### src/rtl/mips_pkg.sv
// Shared MIPS pipeline definitions: ALU command encodings, the hard-wired zero register
// and a register-match helper used by hazard and forwarding logic.
package mips_pkg;
  localparam int CMD_W = 3;

  typedef enum logic [CMD_W-1:0] {
    ALU_ADD = 3'b000,
    ALU_SUB = 3'b001,
    ALU_AND = 3'b010,
    ALU_OR  = 3'b011,
    ALU_NOR = 3'b100,
    ALU_SLT = 3'b101
  } alu_cmd_e;

  localparam logic [4:0] REG_ZERO = 5'd0;

  // A writer only matters if it writes a real register (r0 is never a dependency).
  function automatic logic reg_hit(input logic wr, input logic [4:0] dst, input logic [4:0] src);
    return wr && (dst != REG_ZERO) && (dst == src);
  endfunction
endpackage

### src/rtl/forward_mux.sv
// Operand forwarding select for one source register. Forwarding exists only when
// FORWARD_EN is defined; otherwise the held register-file data passes straight through.
module forward_mux
  import mips_pkg::*;
(
  input  logic [4:0]  src_addr,
  input  logic [31:0] src_data,
  input  logic        exmem_reg_write,
  input  logic [4:0]  exmem_dest,
  input  logic [31:0] exmem_result,
  input  logic        memwb_reg_write,
  input  logic [4:0]  memwb_dest,
  input  logic [31:0] memwb_result,
  output logic [31:0] operand
);
`ifdef FORWARD_EN
  // EX/MEM is younger than MEM/WB, so it wins when both match.
  always_comb begin
    operand = src_data;
    if (reg_hit(exmem_reg_write, exmem_dest, src_addr))
      operand = exmem_result;
    else if (reg_hit(memwb_reg_write, memwb_dest, src_addr))
      operand = memwb_result;
  end
`else
  logic unused_fwd;
  assign unused_fwd = ^{src_addr, exmem_reg_write, exmem_dest, exmem_result,
                        memwb_reg_write, memwb_dest, memwb_result};
  assign operand = src_data;
`endif
endmodule

### src/rtl/id_ex_stage.sv
// ID/EX pipeline register with valid/ready handshake, hazard bubble insertion and operand
// selection. Define FORWARD_EN for EX/MEM and MEM/WB forwarding; otherwise RAW hazards stall.
module id_ex_stage
  import mips_pkg::*;
#(
  parameter int COMMAND_LENGTH = 3
) (
  input  logic                      clk,
  input  logic                      rst_n,
  input  logic                      in_valid,
  output logic                      in_ready,
  input  logic [4:0]                rs_addr,
  input  logic [4:0]                rt_addr,
  input  logic [4:0]                dest,
  input  logic [31:0]               rs_data,
  input  logic [31:0]               rt_data,
  input  logic [31:0]               imm,
  input  logic                      alu_src,
  input  logic [COMMAND_LENGTH-1:0] command_in,
  input  logic                      reg_write_in,
  input  logic                      mem_read_in,
  input  logic                      mem_write_in,
  input  logic                      flush,
  input  logic                      out_ready,
  input  logic                      exmem_reg_write,
  input  logic [4:0]                exmem_dest,
  input  logic [31:0]               exmem_result,
  input  logic                      memwb_reg_write,
  input  logic [4:0]                memwb_dest,
  input  logic [31:0]               memwb_result,
  output logic                      out_valid,
  output logic [31:0]               input_1,
  output logic [31:0]               input_2,
  output logic [COMMAND_LENGTH-1:0] command,
  output logic [4:0]                dest_out,
  output logic                      reg_write,
  output logic                      mem_read,
  output logic                      mem_write,
  output logic [31:0]               store_data,
  output logic                      hazard_stall
);
  logic [4:0]  held_rs, held_rt;
  logic [31:0] held_rs_data, held_rt_data, held_imm;
  logic        held_alu_src;
  logic [31:0] operand_a, operand_b;
  logic        uses_held;
  logic        capture;

  assign uses_held = out_valid &&
                     (reg_hit(1'b1, dest_out, rs_addr) || reg_hit(1'b1, dest_out, rt_addr));

`ifdef FORWARD_EN
  // Only a load's result is too late to forward.
  assign hazard_stall = in_valid && uses_held && mem_read;
`else
  assign hazard_stall = in_valid && ((uses_held && reg_write) ||
                                     reg_hit(exmem_reg_write, exmem_dest, rs_addr) ||
                                     reg_hit(exmem_reg_write, exmem_dest, rt_addr));
`endif

  assign in_ready = (!out_valid || out_ready) && !hazard_stall;
  assign capture  = in_valid && in_ready;

  always_ff @(posedge clk) begin
    if (!rst_n) begin
      out_valid    <= 1'b0;
      reg_write    <= 1'b0;
      mem_read     <= 1'b0;
      mem_write    <= 1'b0;
      dest_out     <= REG_ZERO;
      held_rs      <= REG_ZERO;
      held_rt      <= REG_ZERO;
      held_rs_data <= '0;
      held_rt_data <= '0;
      held_imm     <= '0;
      held_alu_src <= 1'b0;
      command      <= COMMAND_LENGTH'(ALU_ADD);
    end else if (flush) begin
      out_valid <= 1'b0;
      reg_write <= 1'b0;
      mem_read  <= 1'b0;
      mem_write <= 1'b0;
    end else if (capture) begin
      out_valid    <= 1'b1;
      reg_write    <= reg_write_in;
      mem_read     <= mem_read_in;
      mem_write    <= mem_write_in;
      dest_out     <= dest;
      held_rs      <= rs_addr;
      held_rt      <= rt_addr;
      held_rs_data <= rs_data;
      held_rt_data <= rt_data;
      held_imm     <= imm;
      held_alu_src <= alu_src;
      command      <= command_in;
    end else if (out_valid && out_ready) begin
      // Drained with nothing to take its place (or a hazard): leave a bubble.
      out_valid <= 1'b0;
      reg_write <= 1'b0;
      mem_read  <= 1'b0;
      mem_write <= 1'b0;
    end
  end

  forward_mux u_fwd_rs (
    .src_addr(held_rs), .src_data(held_rs_data),
    .exmem_reg_write(exmem_reg_write), .exmem_dest(exmem_dest), .exmem_result(exmem_result),
    .memwb_reg_write(memwb_reg_write), .memwb_dest(memwb_dest), .memwb_result(memwb_result),
    .operand(operand_a)
  );

  forward_mux u_fwd_rt (
    .src_addr(held_rt), .src_data(held_rt_data),
    .exmem_reg_write(exmem_reg_write), .exmem_dest(exmem_dest), .exmem_result(exmem_result),
    .memwb_reg_write(memwb_reg_write), .memwb_dest(memwb_dest), .memwb_result(memwb_result),
    .operand(operand_b)
  );

  assign input_1    = operand_a;
  assign input_2    = held_alu_src ? held_imm : operand_b;
  assign store_data = operand_b;
endmodule
### config.mk
export PLATFORM = sky130hd
export DESIGN_NAME = id_ex_stage
export DESIGN_NICKNAME = d
export VERILOG_FILES = /design/src/rtl/mips_pkg.sv /design/src/rtl/forward_mux.sv /design/src/rtl/id_ex_stage.sv
export SDC_FILE = /design/constraint.sdc
export NUM_CORES = 1
export LEC_CHECK = 0
export ABC_CLOCK_PERIOD_IN_PS = 2400
export CORE_AREA = 2 2 120 122
export DETAILED_ROUTE_END_ITERATION = 7
export DIE_AREA = 0 0 122 124
export PLACE_DENSITY_LB_ADDON = 0.15
export SETUP_SLACK_MARGIN = 0.1
export SLEW_MARGIN = 20
export SYNTH_ARGS = -nofsm -noshare
export SYNTH_HDL_FRONTEND = slang
export SYNTH_SLANG_ARGS = --single-unit
### constraint.sdc
create_clock -name clk -period 2.4 [get_ports clk]
set_input_delay 0.48 -clock clk [delete_from_list [all_inputs] [get_ports clk]]
set_output_delay 0.48 -clock clk [all_outputs]
set_load 0.01 [all_outputs]
=== Word level (Yosys, flattened, before mapping) ===
Index checks and enable logic that the tools add are counted.
Widths: inputs -> output; s select.

* Register bits: 109
* Input port bits: 199
* Output and inout port bits: 110

* Equal/unequal tests: 4
* Multiplexer cells: 6
* Bitwise gates (word level): 2
* Reductions and logical operators: 22

{| class="wikitable"
|+ Operators with widths
! kind !! number
|-
| $mux 32 || 1
|-
| $eq 5x5->1 || 4
|-
| $logic_and 1x1->1 || 11
|-
| $reduce_bool 5->1 || 2
|-
| $mux 1 || 5
|-
| $logic_or 1x1->1 || 4
|-
| $logic_not 1->1 || 2
|-
| $not 1->1 || 2
|-
| $reduce_and 2->1 || 1
|-
| $reduce_bool 2->1 || 1
|-
| $reduce_or 2->1 || 1
|}

=== Logic depth before layout (Yosys ltp) ===
Gate-level depths: netlist of the first run.

* Depth in word-level cells: 12
* Gate-level depth with buffers: 9
* Depth with buffers taken out: 6

=== Modules after synthesis ===
From an unflattened synthesis of the first run, not the netlist that was laid out.

* Cell total of the unflattened synthesis: 656
* Area total of the unflattened synthesis: 5,886.9 um^2

{| class="wikitable"
|+ By module, submodules not included
! module !! times used !! cells an instance !! area an instance (um^2)
|-
| id_ex_stage || 1 || 592 || 5,406.4
|-
| forward_mux || 2 || 32 || 240.2
|}

=== Worst setup path after synthesis of the first run ===
Ideal clock, no wire load.

* Path kind: input port to output port
* From: input exmem_dest[1]
* To: output in_ready
* Data arrival time: 1.603 ns
* Required time: 1.920 ns
* Path slack: 0.317 ns
* Cell stages on the path: 5
* Path through: or4_1 > o21ai_1 > o22ai_1 > and2_1 > nor2_1

* Longest elaborated chain between the ends: 8
* Elaborated cells between the ends (all ways): 11
* Those cells by class: 2 x eq/ne; 9 x reduce/logical

{| class="wikitable"
|+ Ends and longest elaborated chain
! element !! RTL line !! text
|-
| start: declaration || id_ex_stage.sv:26 || <nowiki>input logic [4:0] exmem_dest,</nowiki>
|-
| $reduce_bool 5->1 || mips_pkg.sv:19 || <nowiki>return wr && (dst != REG_ZERO) && (dst == src);</nowiki>
|-
| $logic_and 1x1->1 (2 in a row) || mips_pkg.sv:19 ||
|-
| $logic_or 1x1->1 || id_ex_stage.sv:56 || <nowiki>assign hazard_stall = in_valid && ((uses_held && reg_write) ||</nowiki>
|-
| $logic_or 1x1->1 * || id_ex_stage.sv:57 || <nowiki>reg_hit(exmem_reg_write, exmem_dest, rs_addr) ||</nowiki>
|-
| $logic_and 1x1->1 * || id_ex_stage.sv:56 ||
|-
| named net hazard_stall || id_ex_stage.sv:40 || <nowiki>output logic hazard_stall</nowiki>
|-
| $logic_not 1->1 * || id_ex_stage.sv:61 || <nowiki>assign in_ready = (!out_valid || out_ready) && !hazard_stall;</nowiki>
|-
| $logic_and 1x1->1 * || id_ex_stage.sv:61 ||
|-
| end: declaration || id_ex_stage.sv:11 || <nowiki>output logic in_ready,</nowiki>
|}

The timed path passes the listed nets; every way through them passes the cells marked *.

=== Final worst setup path of the first run ===
* From: input exmem_dest[2]
* To: output hazard_stall

* Longest elaborated chain between the ends: 6
* Elaborated cells between the ends (all ways): 9
* Those cells by class: 2 x eq/ne; 7 x reduce/logical

{| class="wikitable"
|+ Ends and longest elaborated chain
! element !! RTL line
|-
| $reduce_bool 5->1 || mips_pkg.sv:19
|-
| $logic_and 1x1->1 (2 in a row) || mips_pkg.sv:19
|-
| $logic_or 1x1->1 || id_ex_stage.sv:56
|-
| $logic_or 1x1->1 * || id_ex_stage.sv:57
|-
| $logic_and 1x1->1 * || id_ex_stage.sv:56
|-
| end: declaration || id_ex_stage.sv:40
|}

Mark *: on every way between the ends. The rest lies on a longest branch, timed or not.

==> results of run 1 <==
[synthesized netlist by cell type, drive strengths merged]
library cell	count
and2	1
buf	12
or4	2
mux2i	108
nor2	6
clkbuf	27
mux2	32
a22oi	2
nand2	216
a21boi	1
o211ai	1
xor2	20
nor3	5
o21a	1
o21ai	1
o22ai	1
dfxtp	109
nor2b	2
nand2b	1
[path summary, 6_finish.rpt]
| kind | start | end | slack [ns] |
|---|---|---|---|
| worst max register to register | dest_out[0] | held_imm[25] | 0.04 |
| worst min register to register | held_imm[15] | held_imm[15] | 0.46 |
| worst min-delay path | held_imm[15] | held_imm[15] | 0.46 |
| worst max-delay path | exmem_dest[2] | hazard_stall | -0.02 |
[layout by cell type, fill, tap and decap left out, types with 2 or more instances in the layout]
cell | Yosys | routed
mux2i_1 | 108 | 107
nor2b_1 | 2 | 2
clkbuf_8 | 0 | 5
clkdlybuf4s50_1 | 0 | 207
or4_1 | 2 | 2
buf_4 | 6 | 19
buf_8 | 0 | 3
nand2_1 | 216 | 216
dlygate4sd2_1 | 0 | 28
xor2_1 | 20 | 20
clkbuf_16 | 0 | 20
buf_12 | 6 | 10
a22oi_1 | 2 | 2
nor3_1 | 5 | 4
buf_6 | 0 | 4
dfxtp_1 | 109 | 108
mux2_2 | 32 | 32
nor2_1 | 6 | 6
[cells by family after synthesis]
| family | share of synthesized area |
|---|---|
| buffers and inverters | 0.0532 |
| AND/OR/NAND/NOR | 0.179 |
| multiplexers | 0.288 |
| flip-flops | 0.435 |
| AO/OA/AOI/OAI | 0.00974 |
| XOR/XNOR | 0.0349 |
[power by group through the flow]
stage	logic (mW)	registers, mW	clock network (mW)
after floorplan	0.370	2.03	0
after global routing	1.07	1.98	1.75
final	0.998	1.97	1.63
after global placement	0.883	2.00	0
after CTS	0.891	1.97	1.66
after detailed placement	0.894	2.01	0
[flip-flops by register name, indices dropped and copies added (netlist names)]
register	flops
mem_write	1
command	3
held_rs_data	32
mem_read	1
held_alu_src	1
reg_write	1
held_imm	32
held_rt_data	32
dest_out	5
out_valid	1
[final cells by class]
cell class	count	share of cell area
clock buffers	14	0.0349
clock inverters	2	0.00446
flip-flops and latches	109	0.260
repair buffers	285	0.367
multi-input cells	400	0.307
well taps	180	0.0267
[worst max-delay path, stage by stage]
cell           delay [ns]
dlygate4sd2_1        0.27
or4_1                0.51
o21ai_1              0.18
o22ai_2              0.12
and2_4               0.15
buf_4                0.12
buf_6                0.11
[per-layer routing]
layer / vias to the layer above / part of all wire
li1: 2305 / -
met5: - / 0
met3: 21 / 0.078
met2: 163 / 0.48
met4: 0 / 0.016
met1: 2097 / 0.42
[per-stage QoR]
step | hold slack (ns) | instance area (um^2) | util
global placement | 0.439 | 7610 | 0.554
detailed placement | 0.445 | 7610 | 0.554
finish | 0.457 | 8420 | 0.614
CTS | 0.458 | 7950 | 0.579
global route | 0.475 | 8420 | 0.614
floorplan | 0.431 | 5010 | -
[repair_timing]
action,in CTS,in global routing
setup buffers,2,8
pin swaps,7,1
cloned,1,15
endpoints found under the setup margin,128,100
gates resized for setup,38,18
==> flow_metrics.py, run 1 <==
metrics = {
    "outcome": {
        "status": "finished with violations",
        "failed_checks": "setup timing",
    },
    "finish": {
        "nNetsFinal": 1004,
        "drive_gt1_frac": 0.127,
        "area_growth_pct": 68.0,
        "nFillCells": 1167,
        "instances_no_fill": 990,
        "multiInputGateArea_um2": 2590,
        "num_antenna_cells": 0,
        "final-seq-area_um2": 2190,
    },
    "placed_design": {
        "place.gp.congestion": 0.831,
        "dp_slack_ns": -0.604,
        "port-buffer-count": 238,
        "post-place-cells": 948,
        "hpwl_mm": 10.2,
    },
    "pwr": {
        "ir_drop_uv": 352,
        "power.density_nw_per_um2": 545,
        "p_int_mw": 3.47,
        "power.total_mw": 4.59,
        "switching_power_mw": 1.12,
        "leakage_nw": 3.44,
        "combPwrFrac": 0.217,
        "clock_power_share": 0.355,
        "p_seq_frac": 0.428,
        "p_sw_frac": 0.245,
    },
    "global_route": {
        "antenna_found_initial": 0,
        "grt_max_degree": 133,
        "grt-ovfl-total": 0,
        "grt_pass1_wl_mm": 21.5,
        "grt_most_used_layer": "met2",
        "grt_use_met2": 0.308,
        "grt_pass1_vias": 4347,
        "grt_use_met1": 0.217,
        "use_met3": 0.0614,
        "grtUsageTotal": 0.181,
    },
    "clock_network": {
        "clockRootBuffer": "clkbuf_16",
        "clock_sinks": 109,
        "hold_buffers": 0,
        "clock_tree.buffer_depth": 2,
        "cts_made_buffers": 9,
        "cts_tree": "yes",
        "cts_max_level": 3,
        "clk_latency_ns": 0.35,
        "cts.clk_slew.worst_paths_ns": 0.07,
    },
    "floorplanning": {
        "die_h_um": 124,
        "boundaryPins": 309,
        "dieArea_um2": 15100,
        "fp.dieW_um": 122,
        "fp.coreArea_um2": 13700,
        "rows": 43,
        "start_util": 0.365,
    },
    "synthesis": {
        "synthesis.nets": 747,
        "yosysWarnings": 0,
        "synth_area_leaders": "dfxtp_1 44%, mux2i_1 22%, nand2_1 16%",
        "synth.distinct_cells": 20,
        "synth_area_leader_cell": "dfxtp_1",
        "ys_ff_latch": 109,
        "netlist_instances": 548,
        "syn-cell-area_um2": 5010,
        "yosysTopAreaCellShare": 0.435,
        "ys_seq_area_frac": 0.435,
        "avgSynthCellArea_um2": 9.15,
    },
    "sta": {
        "slew_violations": 0,
        "layout_min_cycle_time_ns": 2.42,
        "timing.final.crit_share": 1.01,
        "hold_viol": 0,
        "setup_viol": 2,
        "slew_headroom": 0.532,
        "rsz0062_at_grt": "yes",
        "worst_clock_skew_ns": 0.00778,
        "fmax_mhz": 413,
        "tns_ns": -0.0262,
        "tightest_slew_ns": 0.702,
        "fin_ws_ns": -0.0200,
    },
    "drt": {
        "wl_mm": 15.5,
        "post_drt_wl_per_cell_um": 15.6,
        "dr_total_vias": 4586,
        "drt_iter0_drc": 178,
        "via_per_inst": 4.63,
        "detail-route-antenna-nets": 0,
        "firstDrtPassIters": 4,
        "drc": 0,
    },
    "run": {
        "drv_cap": 0,
    },
    "setup_path": {
        "crit_fanout": 3,
        "cp.arrival_ns": 1.94,
        "crit_required_ns": 1.92,
        "criticalPathCategory": "input port to primary output",
        "ff2ff_path_depth": 11,
        "endpoint_kind": "primary output",
        "start_kind": "input port",
    },
    "worst_hold_path": {
        "min_path_cells": 2,
        "min_path_type": "flop to flop",
    },
}
Power figures use the tool's default switching activity.
==> inputs of run 2 (changes only) <==
Settings changed: CTS_CLUSTER_SIZE set to 8.
==> results of run 2 <==
No change in the layout: final DEF, timing and power equal those of run 1.
==> inputs of run 3 (changes only) <==
Settings changed: ABC_AREA set to 1, CORE_AREA 2 2 120 122 to not set, CORE_UTILIZATION set to 38, DIE_AREA 0 0 122 124 to not set.
==> run 3 against run 2 <==
  * The run now ends clean
  * Final cell count rose by 27%
  * Utilization decreased by 0.87 points
  * Wire length shrank 10%
  * Register-to-register slack improved by 0.51 ns
  * First-iteration DRC count rose by 39%
  * Maximum frequency up 11%
  * Via count rose by 15%
  * Synthesized area increased by 3.6%
  * Critical path depth up 5
  * Sequential power is 3% higher
  * Non-clock buffer count is 29 lower
  * Critical endpoint is now in_ready
  * Highest routed layer unchanged
==> flow_metrics.py, run 3 <==
metrics = {
    "drt": {
        "via_per_inst": 4.18,
        "firstDrtPassIters": 4,
        "post_drt_wl_per_cell_um": 11.0,
        "drt_iter0_drc": 248,
        "dr_total_vias": 5259,
        "wl_mm": 13.9,
        "detail-route-antenna-nets": 0,
        "drc": 0,
    },
    "placed_design": {
        "hpwl_mm": 9.84,
        "dp_slack_ns": -0.444,
        "postPlaceCellArea_um2": 7760,
        "place.gp.congestion": 0.856,
        "post-place-cells": 1242,
        "port-buffer-count": 238,
    },
    "synthesis": {
        "yosysMostFrequentCell": "nand2_1",
        "avgSynthCellArea_um2": 6.10,
        "netlist_instances": 852,
        "synth_common_cells": "297 x nand2_1, 222 x nor2_1, 125 x inv_1",
        "synth_top_flop_cell": "dfxtp_1",
        "syn-cell-area_um2": 5190,
        "synth.distinct_cells": 19,
        "ys_seq_area_frac": 0.420,
        "ys_ff_latch": 109,
        "yosysWarnings": 0,
        "synthesis.nets": 1051,
        "synth_area_leader_cell": "dfxtp_1",
        "synth_edf_count": 0,
        "ys_async_sr_fraction": 0,
        "synth_area_leaders": "dfxtp_1 42%, nand2_1 21%, nor2_1 16%",
        "yosysTopAreaCellShare": 0.420,
    },
    "finish": {
        "drive_gt1_frac": 0.0407,
        "layout_commonest_cell": "nand2_1",
        "final_cell_mix": "297 x nand2_1, 221 x nor2_1, 219 x clkdlybuf4s50_1, 124 x inv_1, 105 x dfxtp_1",
        "multiInputGateArea_um2": 2270,
        "final-seq-area_um2": 2190,
        "nNetsFinal": 1276,
        "num_antenna_cells": 0,
        "finalInstanceArea_um2": 8040,
        "instances_no_fill": 1257,
        "reg_top3": "held_imm (32), held_rs_data (32), held_rt_data (32)",
        "area_growth_pct": 54.8,
        "nFillCells": 1357,
    },
    "sta": {
        "fin_ws_ns": 0.227,
        "fmax_mhz": 460,
        "rsz0062_at_grt": "no",
        "timing.final.crit_share": 0.905,
        "slew_headroom": 0.688,
        "hold_viol": 0,
        "layout_min_cycle_time_ns": 2.17,
        "slew_violations": 0,
        "worst_clock_skew_ns": 0.00842,
        "setup_viol": 0,
        "tightest_slew_ns": 0.467,
    },
    "floorplanning": {
        "boundaryPins": 309,
        "fp.dieW_um": 119,
        "fp.coreArea_um2": 13300,
        "rows": 42,
        "dieArea_um2": 14100,
        "start_util": 0.391,
        "die_h_um": 119,
    },
    "clock_network": {
        "cts_max_level": 3,
        "cts_tree": "yes",
        "clock_sinks": 109,
        "clk_latency_ns": 0.35,
        "cts_made_buffers": 9,
        "cts_setup_buffers": 0,
        "clockRootBuffer": "clkbuf_16",
        "clock_tree.buffer_depth": 2,
        "hold_buffers": 0,
        "cts.clk_slew.worst_paths_ns": 0.07,
    },
    "pwr": {
        "p_seq_frac": 0.434,
        "power.total_mw": 4.64,
        "clock_power_share": 0.331,
        "ir_drop_uv": 409,
        "leakage_nw": 3.98,
        "p_sw_frac": 0.267,
        "combPwrFrac": 0.235,
        "p_int_mw": 3.40,
        "switching_power_mw": 1.24,
        "power.density_nw_per_um2": 577,
    },
    "setup_path": {
        "r2r_slack_ns": 0.55,
        "endpoint_kind": "primary output",
        "criticalPathCategory": "input port to primary output",
        "crit_required_ns": 1.92,
        "cp.arrival_ns": 1.69,
        "r2r-start": "dest_out[0]",
        "r2r-end": "held_rt_data[7]",
        "crit_fanout": 3,
        "ff2ff_path_depth": 13,
        "start_kind": "input port",
    },
    "global_route": {
        "antenna_found_initial": 1,
        "grtUsageTotal": 0.199,
        "grt_pass1_wl_mm": 22.5,
        "grt-ovfl-total": 0,
        "grt_pass1_vias": 4751,
        "grt_max_degree": 46,
    },
    "worst_hold_path": {
        "min_path_cells": 2,
        "hold_end": "mem_write",
        "hold_start": "mem_write",
        "min_path_type": "flop to flop",
    },
    "outcome": {
        "status": "completed",
    },
    "run": {
        "drv_cap": 0,
    },
}
-- run 3: changes by cell type after synthesis, sizes merged, moves of 3 or more --
cell / before / now
xnor2: 0 / 4
nor2: 6 / 222
nand3: 0 / 10
nor3: 5 / 1
o21ai: 1 / 33
mux2: 32 / 0
nand2: 216 / 297
clkbuf: 27 / 19
inv: 0 / 127
mux2i: 108 / 0
buf: 12 / 23
a21oi: 0 / 3
xor2: 20 / 1
-- run 3: kinds of logic after synthesis --
| kind of cell | share of synthesized area |
|---|---|
| buf+inv | 0.146 |
| flops | 0.420 |
| xor+xnor | 0.00843 |
| simple gates | 0.389 |
| compound gates | 0.0361 |
-- run 3: timing repair --
item	in CTS	in global routing
hold endpoints to repair	0	0
resized for setup	23	7
cloned	0	0
setup endpoints to repair	2	3
-- run 3: how the worst max path moves through the flow --
stage | from | endpoint | depth (start not counted)
finish | exmem_dest[1] | in_ready | 12
global route | exmem_dest[1] | in_ready | 12
CTS | exmem_dest[1] | in_ready | 12
detailed placement | exmem_dest[3] | hazard_stall | 12
global placement | exmem_dest[3] | hazard_stall | 12
floorplan | exmem_dest[1] | in_ready | 11
-- run 3: power groups by stage --
stage,Sequential [mW],Combinational (mW),Clock (mW)
after floorplan,2.09,0.472,0
after global routing,2.03,1.22,1.65
after detailed placement,2.06,1.10,0
after global placement,2.05,1.10,0
after CTS,2.02,1.10,1.59
final,2.02,1.09,1.53
-- run 3: final cells by class --
type,instances,area share
repair buffers,256,0.322
multi-input cells,574,0.282
flip-flops and latches,109,0.272
inverters,127,0.0593
clock buffers,12,0.0319
well taps,176,0.0274
clock inverters,3,0.00544
-- run 3: stage by stage --
step           hold WS [ns]  TNS (ns)   util
2_1_floorplan         0.489         0      -
3_3_place_gp          0.481     -6.80  0.583
3_5_place_dp          0.482     -5.42  0.583
4_1_cts               0.492         0  0.605
5_1_grt               0.511         0  0.605
6_report              0.489         0  0.605
-- run 3: metal layers --
layer  GRT usage  share of wire  up-vias
met1       0.244           0.45     2197
met5           0              0        -
met2       0.317           0.44      143
met3      0.0819          0.095       14
met4      0.0609          0.013        0
li1            -              -     2905
-- run 3: worst max-delay path, stage by stage --
cell	delay, ns
dlygate4sd2_1	0.26
inv_1	0.09
buf_4	0.11
nand3_1	0.07
o21ai_1	0.12
inv_1	0.05
nand2_1	0.10
nand2_1	0.07
inv_2	0.09
nor2_4	0.04
nor2_1	0.07
buf_2	0.13
